**src/rtl/sp_fifo_ctrl_pkg.sv**
```systemverilog
`default_nettype none
// ============================================================
// sp_fifo_ctrl_pkg : shared buffer constants and access types
// Rev 1.0
// ============================================================
package sp_fifo_ctrl_pkg;

    localparam int c_DATA_W     = 16;
    localparam int c_ADDR_W     = 10;
    localparam int c_DEPTH      = 1 << c_ADDR_W;
    localparam int c_OBUF_DEPTH = 2;

    typedef enum logic [1:0] {
        ACC_IDLE = 2'd0,
        ACC_WR   = 2'd1,
        ACC_RD   = 2'd2
    } ram_acc_e;

    function automatic int depth_of(input int addr_w);
        return 1 << addr_w;
    endfunction

endpackage
`default_nettype wire

```
**src/rtl/sp_fifo_obuf.sv**
```systemverilog
`default_nettype none
// ============================================================
// sp_fifo_obuf : 2-entry register FIFO holding words read from RAM
// Rev 1.0
// ============================================================
module sp_fifo_obuf
    import sp_fifo_ctrl_pkg::*;
#(
    parameter int DATA_W = c_DATA_W
) (
    input  logic              clk,
    input  logic              reset,
    input  logic              in_valid,
    input  logic [DATA_W-1:0] in_data,
    output logic              out_valid,
    output logic [DATA_W-1:0] out_data,
    input  logic              out_ready,
    output logic [1:0]        count
);

    logic [DATA_W-1:0] mem_q [c_OBUF_DEPTH];
    logic              head_q, head_d;
    logic              tail_q, tail_d;
    logic [1:0]        cnt_q, cnt_d;
    logic              w_push, w_pop;

    assign w_pop  = out_valid && out_ready;
    assign w_push = in_valid && ((cnt_q != 2'd2) || w_pop);

    always_comb begin
        head_d = head_q;
        tail_d = tail_q;
        if (w_push) tail_d = ~tail_q;
        if (w_pop)  head_d = ~head_q;
        cnt_d = cnt_q + {1'b0, w_push} - {1'b0, w_pop};
    end

    always_ff @(posedge clk or posedge reset) begin
        if (reset) begin
            mem_q[0] <= '0;
            mem_q[1] <= '0;
            head_q   <= 1'b0;
            tail_q   <= 1'b0;
            cnt_q    <= 2'd0;
        end else begin
            if (w_push) mem_q[tail_q] <= in_data;
            head_q <= head_d;
            tail_q <= tail_d;
            cnt_q  <= cnt_d;
        end
    end

    assign out_valid = (cnt_q != 2'd0);
    assign out_data  = out_valid ? mem_q[head_q] : '0;
    assign count     = cnt_q;

endmodule
`default_nettype wire

```
**src/rtl/sp_fifo_ctrl.sv**
```systemverilog
`default_nettype none
// ============================================================
// sp_fifo_ctrl : streaming FIFO controller over a single-port RAM
// Rev 1.0
// ============================================================
module sp_fifo_ctrl
    import sp_fifo_ctrl_pkg::*;
#(
    parameter int DATA_W = c_DATA_W,
    parameter int ADDR_W = c_ADDR_W
) (
    input  logic              clk,
    input  logic              reset,
    input  logic              in_valid,
    input  logic [DATA_W-1:0] in_data,
    output logic              in_ready,
    output logic              out_valid,
    output logic [DATA_W-1:0] out_data,
    input  logic              out_ready,
    output logic [ADDR_W:0]   level,
    output logic              ram_ce,
    output logic              ram_oce,
    output logic              ram_wre,
    output logic              ram_reset,
    output logic [ADDR_W-1:0] ram_ad,
    output logic [DATA_W-1:0] ram_din,
    input  logic [DATA_W-1:0] ram_dout
);

    localparam logic [ADDR_W:0] c_RAM_FULL = (ADDR_W+1)'(depth_of(ADDR_W));

    logic [ADDR_W-1:0] wr_ptr_q, wr_ptr_d;
    logic [ADDR_W-1:0] rd_ptr_q, rd_ptr_d;
    logic [ADDR_W:0]   ram_cnt_q, ram_cnt_d;
    logic [ADDR_W:0]   level_q, level_d;
    logic              inflight_q, inflight_d;
    logic              prio_rd_q, prio_rd_d;

    logic [1:0]        w_obuf_cnt, w_occ;
    logic              w_pop, w_ram_room, w_rd_req, w_wr_req, w_wr_gnt;
    ram_acc_e          w_acc;

    // A word leaving the output stage this cycle frees its slot for a new read,
    // which is what lets a lone reader drain one word per cycle.
    assign w_pop      = out_valid && out_ready;
    assign w_occ      = w_obuf_cnt + {1'b0, inflight_q} - {1'b0, w_pop};
    assign w_ram_room = (ram_cnt_q != c_RAM_FULL);
    assign w_rd_req   = !reset && (ram_cnt_q != '0) && (w_occ < 2'd2);
    assign w_wr_req   = !reset && in_valid && w_ram_room;
    assign in_ready   = !reset && w_ram_room && !(w_rd_req && prio_rd_q);
    assign w_wr_gnt   = in_valid && in_ready;

    always_comb begin
        wr_ptr_d  = wr_ptr_q;
        rd_ptr_d  = rd_ptr_q;
        ram_cnt_d = ram_cnt_q;
        ram_ce    = 1'b0;
        ram_wre   = 1'b0;
        ram_ad    = '0;
        ram_din   = '0;
        w_acc     = ACC_IDLE;
        if (w_wr_gnt)      w_acc = ACC_WR;
        else if (w_rd_req) w_acc = ACC_RD;
        case (w_acc)
            ACC_WR: begin
                ram_ce    = 1'b1;
                ram_wre   = 1'b1;
                ram_ad    = wr_ptr_q;
                ram_din   = in_data;
                wr_ptr_d  = wr_ptr_q + ADDR_W'(1);
                ram_cnt_d = ram_cnt_q + (ADDR_W+1)'(1);
            end
            ACC_RD: begin
                ram_ce    = 1'b1;
                ram_ad    = rd_ptr_q;
                rd_ptr_d  = rd_ptr_q + ADDR_W'(1);
                ram_cnt_d = ram_cnt_q - (ADDR_W+1)'(1);
            end
            default: ;
        endcase
        inflight_d = (w_acc == ACC_RD);
        prio_rd_d  = (w_wr_req && w_rd_req) ? !prio_rd_q : prio_rd_q;
        level_d    = level_q + (ADDR_W+1)'(w_wr_gnt) - (ADDR_W+1)'(w_pop);
    end

    always_ff @(posedge clk or posedge reset) begin
        if (reset) begin
            wr_ptr_q   <= '0;
            rd_ptr_q   <= '0;
            ram_cnt_q  <= '0;
            level_q    <= '0;
            inflight_q <= 1'b0;
            prio_rd_q  <= 1'b0;
        end else begin
            wr_ptr_q   <= wr_ptr_d;
            rd_ptr_q   <= rd_ptr_d;
            ram_cnt_q  <= ram_cnt_d;
            level_q    <= level_d;
            inflight_q <= inflight_d;
            prio_rd_q  <= prio_rd_d;
        end
    end

    sp_fifo_obuf #(
        .DATA_W (DATA_W)
    ) u_obuf (
        .clk       (clk),
        .reset     (reset),
        .in_valid  (inflight_q),
        .in_data   (ram_dout),
        .out_valid (out_valid),
        .out_data  (out_data),
        .out_ready (out_ready),
        .count     (w_obuf_cnt)
    );

    assign level     = level_q;
    assign ram_oce   = 1'b1;
    assign ram_reset = 1'b0;

endmodule
`default_nettype wire

```
**config.mk**
```make
export PLATFORM = sky130hd
export DESIGN_NAME = sp_fifo_ctrl
export DESIGN_NICKNAME = d
export VERILOG_FILES = /design/src/rtl/sp_fifo_ctrl_pkg.sv /design/src/rtl/sp_fifo_obuf.sv /design/src/rtl/sp_fifo_ctrl.sv
export SDC_FILE = /design/constraint.sdc
export NUM_CORES = 1
export LEC_CHECK = 0
export CORE_UTILIZATION = 50
export CTS_BUF_LIST = sky130_fd_sc_hd__clkbuf_8 sky130_fd_sc_hd__clkbuf_16
export DETAILED_ROUTE_END_ITERATION = 12
export PLACE_DENSITY = 0.79
export SETUP_SLACK_MARGIN = 0.2
export SLEW_MARGIN = 40
export SYNTH_ARGS = -nofsm -noshare
export SYNTH_HDL_FRONTEND = slang
export SYNTH_SLANG_ARGS = --single-unit
```
**constraint.sdc**
```tcl
create_clock -name clk -period 10.05 [get_ports clk]
set_input_delay 2.5125 -clock clk [delete_from_list [all_inputs] [get_ports clk]]
set_output_delay 2.5125 -clock clk [all_outputs]
set_load 0.1 [all_outputs]
```
==> results summary, run 1 <==
The run finished with clean final reports. Among the stages of the critical path, the cell type that occurs most often is buf_4. The post-synthesis cell count is 392. The total setup violations reported at the end of the flow came out at 0. The post-synthesis sequential element count came out at 80. In this run the count of I/O pins placed on the die edge is 95. For this design, the slowest cell found on the critical path is xnor2_1. The die boundary height is just under 100 um. The portion of netlist area occupied by mux cells is 0.148. The detail-routed net length per standard cell is 14.2 um. The repair_antennas step left the layout with diodes totalling 0. For this run, the number of Yosys warnings is 0. The starting density of the core is 0.528. The final critical-path required period is 8.21 ns.

The maximum count of clock buffers along a single path is 2. The final layout contains routed wiring with a total length of 8440 um. The x dimension of the die is 96.1 um. Walking the worst path, the cells encountered are clkdlybuf4s50_1, nor2b_1, ha_1, xnor2_2, xnor2_1, nor4b_1, a211oi_4, buf_4, a22o_1, buf_4. The number of levels the H-tree was split into is 3. The critical path contains buffers and inverters numbering 3 combined. The post-cts gate resize count came out at 0. The met1 track demand over resource in global routing came out at 0.260. The final setup skew is 0.00946 ns. For the pin with the worst max-slew slack, the measured transition is 0.752 ns. The critical path is of the input pin to output pin type. TritonCTS built the clock tree. Data on the critical path arrives at its endpoint at around 5.7 ns.

Setup total negative slack on the finished layout was measured at 0 ns. TritonCTS created 9 clock buffers. The smallest hold slack came out at 0.481 ns. Of the cells placed in the final design, the portion with a size suffix greater than 1 is 0.260. STA classifies the critical path startpoint as an input pin. The number of input and output port buffers inserted came out at 92. By area, the combinational part of the netlist is dominated by multiplexers. The area of the mapped netlist is 4430 um^2.

For this run, the leading register cell type out of synthesis is dfrtp_1. Broken down by cell family, the worst path's largest delay share belongs to buffers and inverters. The post-route antenna net violation count is 0. The initial antenna violation count is 0. Setup repair after global routing left no endpoint under its margin.

The final hold violation count came to 0. The number of iterations in the first detailed-routing pass came out at 4. Clock-pin slew was measured on the worst setup and hold paths at 0.09 ns. The sequential element share of the synthesized area came out at 0.452. The number of placement rows is 33. The largest net degree at the start of global routing is 82. In the global route stage, overall resource usage came out at 0.199. The clock network latency to the later pin of the worst-skew pair came out at 0.34 ns.

The number of nets in the final layout came out at 546. The global-route wire length before repair came out at 14000 um. The clock tree root buffer cell is clkbuf_8. The total global routing overflow came out at 0. The via count of the first global-routing pass came to between 3000 and 4000. The layout overhead on the synthesized area came out at 22.0%. The number of buffers inserted by hold repair at cts is 0.

In this run the mean area of a mapped cell was 11.3 um^2. The share of the synthesized netlist area taken by xor and xnor gates is 0.0888. The post-synthesis compound-gate area fraction came out at 0.0811.

The estimated wirelength of the detail-placed design came out at slightly below 6000 um. The tightest slew margin relative to the limit came out at 0.498. At the end of routability-driven placement, the weighted congestion stood at 0.796. The met2 usage is 0.332. The max-slew violation count is 0. The fraction of registers with async set or reset after synthesis came out at 1.00.

met2 is the most crowded layer. Counting every net in the synthesized netlist gives 454. The number of max-cap violations came out at 0. The total vias in the final route came out at 3177. The highest fanout seen on the critical path is 21. The floorplan step defined a core boundary enclosing 8380 um^2. The fraction of the mapped netlist area in adder cells came out at 0.0769. After clock tree synthesis, the setup repair step added 0 buffers. The number of DRC violations after detailed routing is 0.

The via density per instance is 5.35. The die area came out at 9230 um^2. The worst setup path is captured at an output pin. At the worst endpoint, the required time is 7.54 ns. The maximum clock rate is around 0.12 GHz. The count of unique library cells instantiated by Yosys came out at 42. The number of synthesized flops with an enable pin is 0. The detailed router finished its first iteration with 66 violations. The delay of the slowest cell on the worst path is 0.53 ns. The fraction of the mapped netlist area in simple logic gates is 0.114. Of the available clock period, the critical path in the final layout requires 0.817. The path class of the lowest-slack min-delay path is flip-flop to flip-flop. The number of clock sinks seen by CTS is 80. For this run, global-route usage on met3 was measured as 0.0332.
[per-layer routing]
metal / vias up / routed length, um
met2: 87 / 4000
met3: 10 / 425
met4: 0 / 90
li1: 1552 / -
met5: - / 0
met1: 1528 / 3920
[final timing paths]
kind	from	endpoint	slack (ns)	cells after the start
max in group asynchronous	reset	u_obuf.head_q$_DFFE_PP0P_	6.63	3
min in group asynchronous	reset	ram_cnt_q[2]$_DFFE_PP0P_	2.86	3
worst min register to register	rd_ptr_q[9]$_DFFE_PP0N_	rd_ptr_q[9]$_DFFE_PP0N_	0.48	1
worst max register to register	u_obuf.count[1]$_DFF_PP0_	level[10]$_DFF_PP0_	5.11	20
worst max-delay path	out_ready	ram_ad[7]	1.84	10
worst min-delay path	rd_ptr_q[9]$_DFFE_PP0N_	rd_ptr_q[9]$_DFFE_PP0N_	0.48	1
[synthesized netlist by cell type (all sizes together), types with 9 or more instances]
library cell	instances	area share
xor2	11	0.022
nor2	26	0.022
mux2	43	0.11
a22o	10	0.020
inv	22	0.019
ha	24	0.068
and2	17	0.024
xnor2	33	0.067
a21oi	9	0.010
dfrtp	80	0.45
buf	9	0.012
mux2i	17	0.038
[sequential cells by signal, indices dropped and copies added, names as in the netlist]
name	cells
u_obuf.tail_q	1
u_obuf.head_q	1
prio_rd_q	1
wr_ptr_q	10
inflight_q	1
ram_cnt_q	11
level	11
u_obuf.mem_q	32
u_obuf.count	2
rd_ptr_q	10
[kinds of logic after synthesis]
group                    count (synthesis)
buffers and inverters                   39
flip-flops                              80
AO/OA/AOI/OAI                           47
adder cells (fa/ha/maj)                 26
AND/OR/NAND/NOR                         94
other                                    2
multiplexers                            60
XOR/XNOR                                44
[metrics by stage]
stage | cells | util | worst slack, ns | instance area (um^2)
after floorplan | 392 | - | 1.66 | 4430
final | 594 | 0.644 | 1.84 | 5400
after detailed placement | 578 | 0.620 | 1.90 | 5200
after CTS | 594 | 0.644 | 1.84 | 5400
after global routing | 594 | 0.644 | 1.53 | 5400
after global placement | 578 | 0.647 | 1.51 | 5420
[area by class of cell]
| cell class | instances | area, um^2 |
|---|---|---|
| fillers | 691 | 2980 |
| multi-input cells | 273 | 2270 |
| flip-flops and latches | 80 | 2000 |
| repair buffers | 98 | 712 |
| well taps | 105 | 131 |
| clock buffers | 9 | 124 |
| inverters | 22 | 83.8 |
| clock inverters | 7 | 80.1 |
[cells in the final DEF (no fill, tap or decap), drive strengths merged, types with 2 or more instances in the layout]
| cell type | netlist | final |
|---|---|---|
| clkinv | 0 | 4 |
| nand2 | 8 | 8 |
| nor2b | 6 | 6 |
| conb | 2 | 2 |
| inv | 22 | 23 |
| nand4 | 8 | 8 |
| a2111oi | 2 | 2 |
| a211oi | 2 | 2 |
| nor2 | 26 | 26 |
| ha | 24 | 24 |
| nor4 | 4 | 4 |
| and4 | 3 | 3 |
| mux2 | 43 | 43 |
| and3 | 6 | 6 |
| a221oi | 3 | 3 |
| a21o | 3 | 3 |
| nand3 | 8 | 8 |
| xor2 | 11 | 11 |
| mux2i | 17 | 17 |
| buf | 9 | 63 |
| o21bai | 4 | 4 |
| fa | 2 | 2 |
| a21oi | 9 | 9 |
| nand2b | 4 | 4 |
| o21a | 4 | 4 |
| clkbuf | 8 | 9 |
| and2 | 17 | 17 |
| dfrtp | 80 | 80 |
| clkdlybuf4s50 | 0 | 35 |
| xnor2 | 33 | 33 |
| o21ai | 6 | 6 |
| a22o | 10 | 10 |
Power of run 1 is not shown: default switching activity piles up to over one toggle a cycle in this logic, so the estimate is an artifact.
==> inputs of run 2 (changes only) <==
--- a/config.mk
+++ b/config.mk
@@ -5,10 +5,10 @@
 export SDC_FILE = /design/constraint.sdc
 export NUM_CORES = 1
 export LEC_CHECK = 0
-export CORE_UTILIZATION = 50
+export CORE_UTILIZATION = 46
 export CTS_BUF_LIST = sky130_fd_sc_hd__clkbuf_8 sky130_fd_sc_hd__clkbuf_16
 export DETAILED_ROUTE_END_ITERATION = 12
-export PLACE_DENSITY = 0.79
+export PLACE_DENSITY = 0.76
 export SETUP_SLACK_MARGIN = 0.2
 export SLEW_MARGIN = 40
 export SYNTH_ARGS = -nofsm -noshare
==> constraint.sdc (replaced) <==
create_clock -name clk -period 6.99 [get_ports clk]
set_input_delay 1.7475 -clock clk [delete_from_list [all_inputs] [get_ports clk]]
set_output_delay 1.7475 -clock clk [all_outputs]
set_load 0.1 [all_outputs]
==> run 2 against run 1 <==
- clock-buffer cell count up 1
- final area increased by 8.5%
- largest cell class unchanged
- sequential cell count is the same
- critical path type unchanged
- register-to-register slack worse by 2.6 ns
- critical path depth unchanged
- global-route usage shrank 0.71 points
- die area rose by 8.5%
- via count decreased by 0.38%
==> results summary, run 2 (same netlist as run 1, synthesis figures left out) <==
The flow ran to the end, and the final reports show no timing, DRC or antenna violations. The maximum count of clock buffers along a single path is 2. The final-layout setup total negative slack came out at 0 ns.

The post-route clock period utilization is 0.901. The utilization of the core after routing is 0.631. The met2 usage is 0.334. The tightest slew margin relative to the limit came out at 0.519.

The number of antenna cells inserted came out at 0. The clock tree root buffer cell is clkbuf_8. Once the clock tree was built, the setup fixing pass inserted 0 buffers. The post-cts gate resize count came out at 0. At the later pin of the worst-skew pair, clock insertion delay measures about 0.34 ns. The largest net degree at the start of global routing came out at 81. The clock-pin slew on the worst setup and hold paths is 0.08 ns. The tightest min-delay check is of the flip-flop to flip-flop type. The highest fanout seen on the critical path is 39. The met1 track demand over resource in global routing is 0.237. For this design the top-level I/O count stands at 95. The final setup skew came out at 0.00743 ns. The post-route antenna net violation count is 0. The ratio of cells with drive above 1 in the final layout is 0.260.

The core footprint came out at just over 9000 um^2. The total vias in the final route came out at 3165. The total setup violations reported at the end of the flow came out at 0.

More flip-flops sit in one register than any other, and that register is u_obuf.mem_q. The destination of the worst hold path is wr_ptr_q[9]$_DFFE_PP0P_. For this configuration, the core starts out at a cell density of 0.477. The length in cells of the worst reg-to-reg path came out at 18.

The busiest layer in global routing is met2. The number of DRC violations after detailed routing came out at 0. The library cell used most frequently in the layout, excluding fill and tap cells, is dfrtp_1. In this run the tool buffered the top-level ports with 92 buffer cells. The final critical-path required period is between 6 and 7 ns. The source of the worst hold timing path is wr_ptr_q[9]$_DFFE_PP0P_. The TritonCTS clock tree is built.

Setup repair after global routing left no endpoint under its margin. The initial antenna violation count was 0. The x dimension of the die is between 100 and 150 um. The die area is 10000 um^2. The maximum clock rate came out at about 0.16 GHz. The max-slew violation count is 0. The first TritonRoute pass finished after 4 iterations.

The worst setup path is captured at an output pin. The hold path depth is 1. The library cells used most frequently in the layout, excluding fill and tap cells, are 79 x dfrtp_1, 43 x mux2_2, 35 x clkdlybuf4s50_1. Data on the critical path arrives at its endpoint at approximately 4.6 ns. The wire length after detailed routing came out at ~8800 um. The number of flip-flops under the largest register name came out at 32. The die boundary height came out at ~100 um. The number of nets in the final layout came out at 546. The worst register-to-register path ends at level[9]$_DFF_PP0_.

The start point of the critical path is out_ready. The global-route wire length before repair came out at 15200 um. Dividing the detail-routed wire length by the instance count gives between 10 and 15 um. The overall global routing resource usage is 0.192. The register-to-register setup slack is ~2.5 ns. The type of element launching the critical path is an input pin.

Dividing the detail-routed via count by the number of cells gives 5.13. The required time reported for the critical path endpoint is 5.24 ns. The CTS buffer count is 9.

The number of max-cap violations came out at 0. The via count of the first global-routing pass came out at about 3300. The final weighted congestion of routability-driven global placement came out at around 0.84. The first-iteration detailed-routing DRC count came out at just over 90.

The startpoint of the most critical register-to-register path is u_obuf.count[1]$_DFF_PP0_. The number of placement rows came out at 35. The pin slew with the least headroom to its limit came out at 0.712 ns. The number of buffers inserted by hold repair at cts came out at 0. The number of clock sinks seen by CTS came out at 80. The layout overhead on the synthesized area is 32.4%.

The met3 layer usage reported by global route is 0.0355. Once detailed placement completed, the half-perimeter wirelength came to 6420 um. The total global routing overflow came out at 0. The H-tree was split into 3 levels.

The type of the worst setup path is input pin to output pin. The final hold violation count came out at 0.
[run 2: changes by cell type in the layout (fill, tap and decap cells not counted), sizes merged]
cell    previous run  this run
bufinv             1         2
clkbuf             9        10
clkinv             4         3
inv               23        21
[run 2: cell type report]
cell class / instances / area [um^2]
Clock buffer: 10 / 138
Clock inverter: 5 / 81.3
Fill cell: 751 / 3420
Inverter: 22 / 83.8
Multi-Input combinational cell: 273 / 2270
Sequential cell: 80 / 2000
Tap cell: 129 / 161
Timing Repair Buffer: 98 / 1120
[run 2: worst max-delay path, stage by stage]
cell and delay (ns):
clkdlybuf4s50_1 0.48, nor2b_1 0.26, ha_1 0.30, nor2b_1 0.15, xnor2_1 0.18, nor4b_1 0.65, a211oi_4 0.04, buf_4 0.27
a22o_1 0.27, buf_12 0.18
[run 2: routing by layer]
metal,part of all wire,vias up
met5,0,-
met4,0.014,0
met3,0.045,11
met2,0.51,75
met1,0.43,1531
li1,-,1548
[run 2: through the flow]
stage	cell area (um^2)	hold slack (ns)	setup WS [ns]	cells
after CTS	5860	0.495	0.674	617
after global routing	5860	0.529	0.435	617
final	5860	0.492	0.694	617
after floorplan	4430	0.446	0.465	392
after detailed placement	5640	0.484	0.708	602
after global placement	5780	0.471	0.785	602
[run 2: worst max path at each step]
stage | endpoint | slack, ns
after floorplan | ram_ce | 0.46
after CTS | ram_ad[3] | 0.67
final | ram_ad[3] | 0.69
after global routing | ram_ad[3] | 0.44
after global placement | ram_ad[1] | 0.79
after detailed placement | ram_ad[3] | 0.71
Power of run 2 is left out for the same reason.
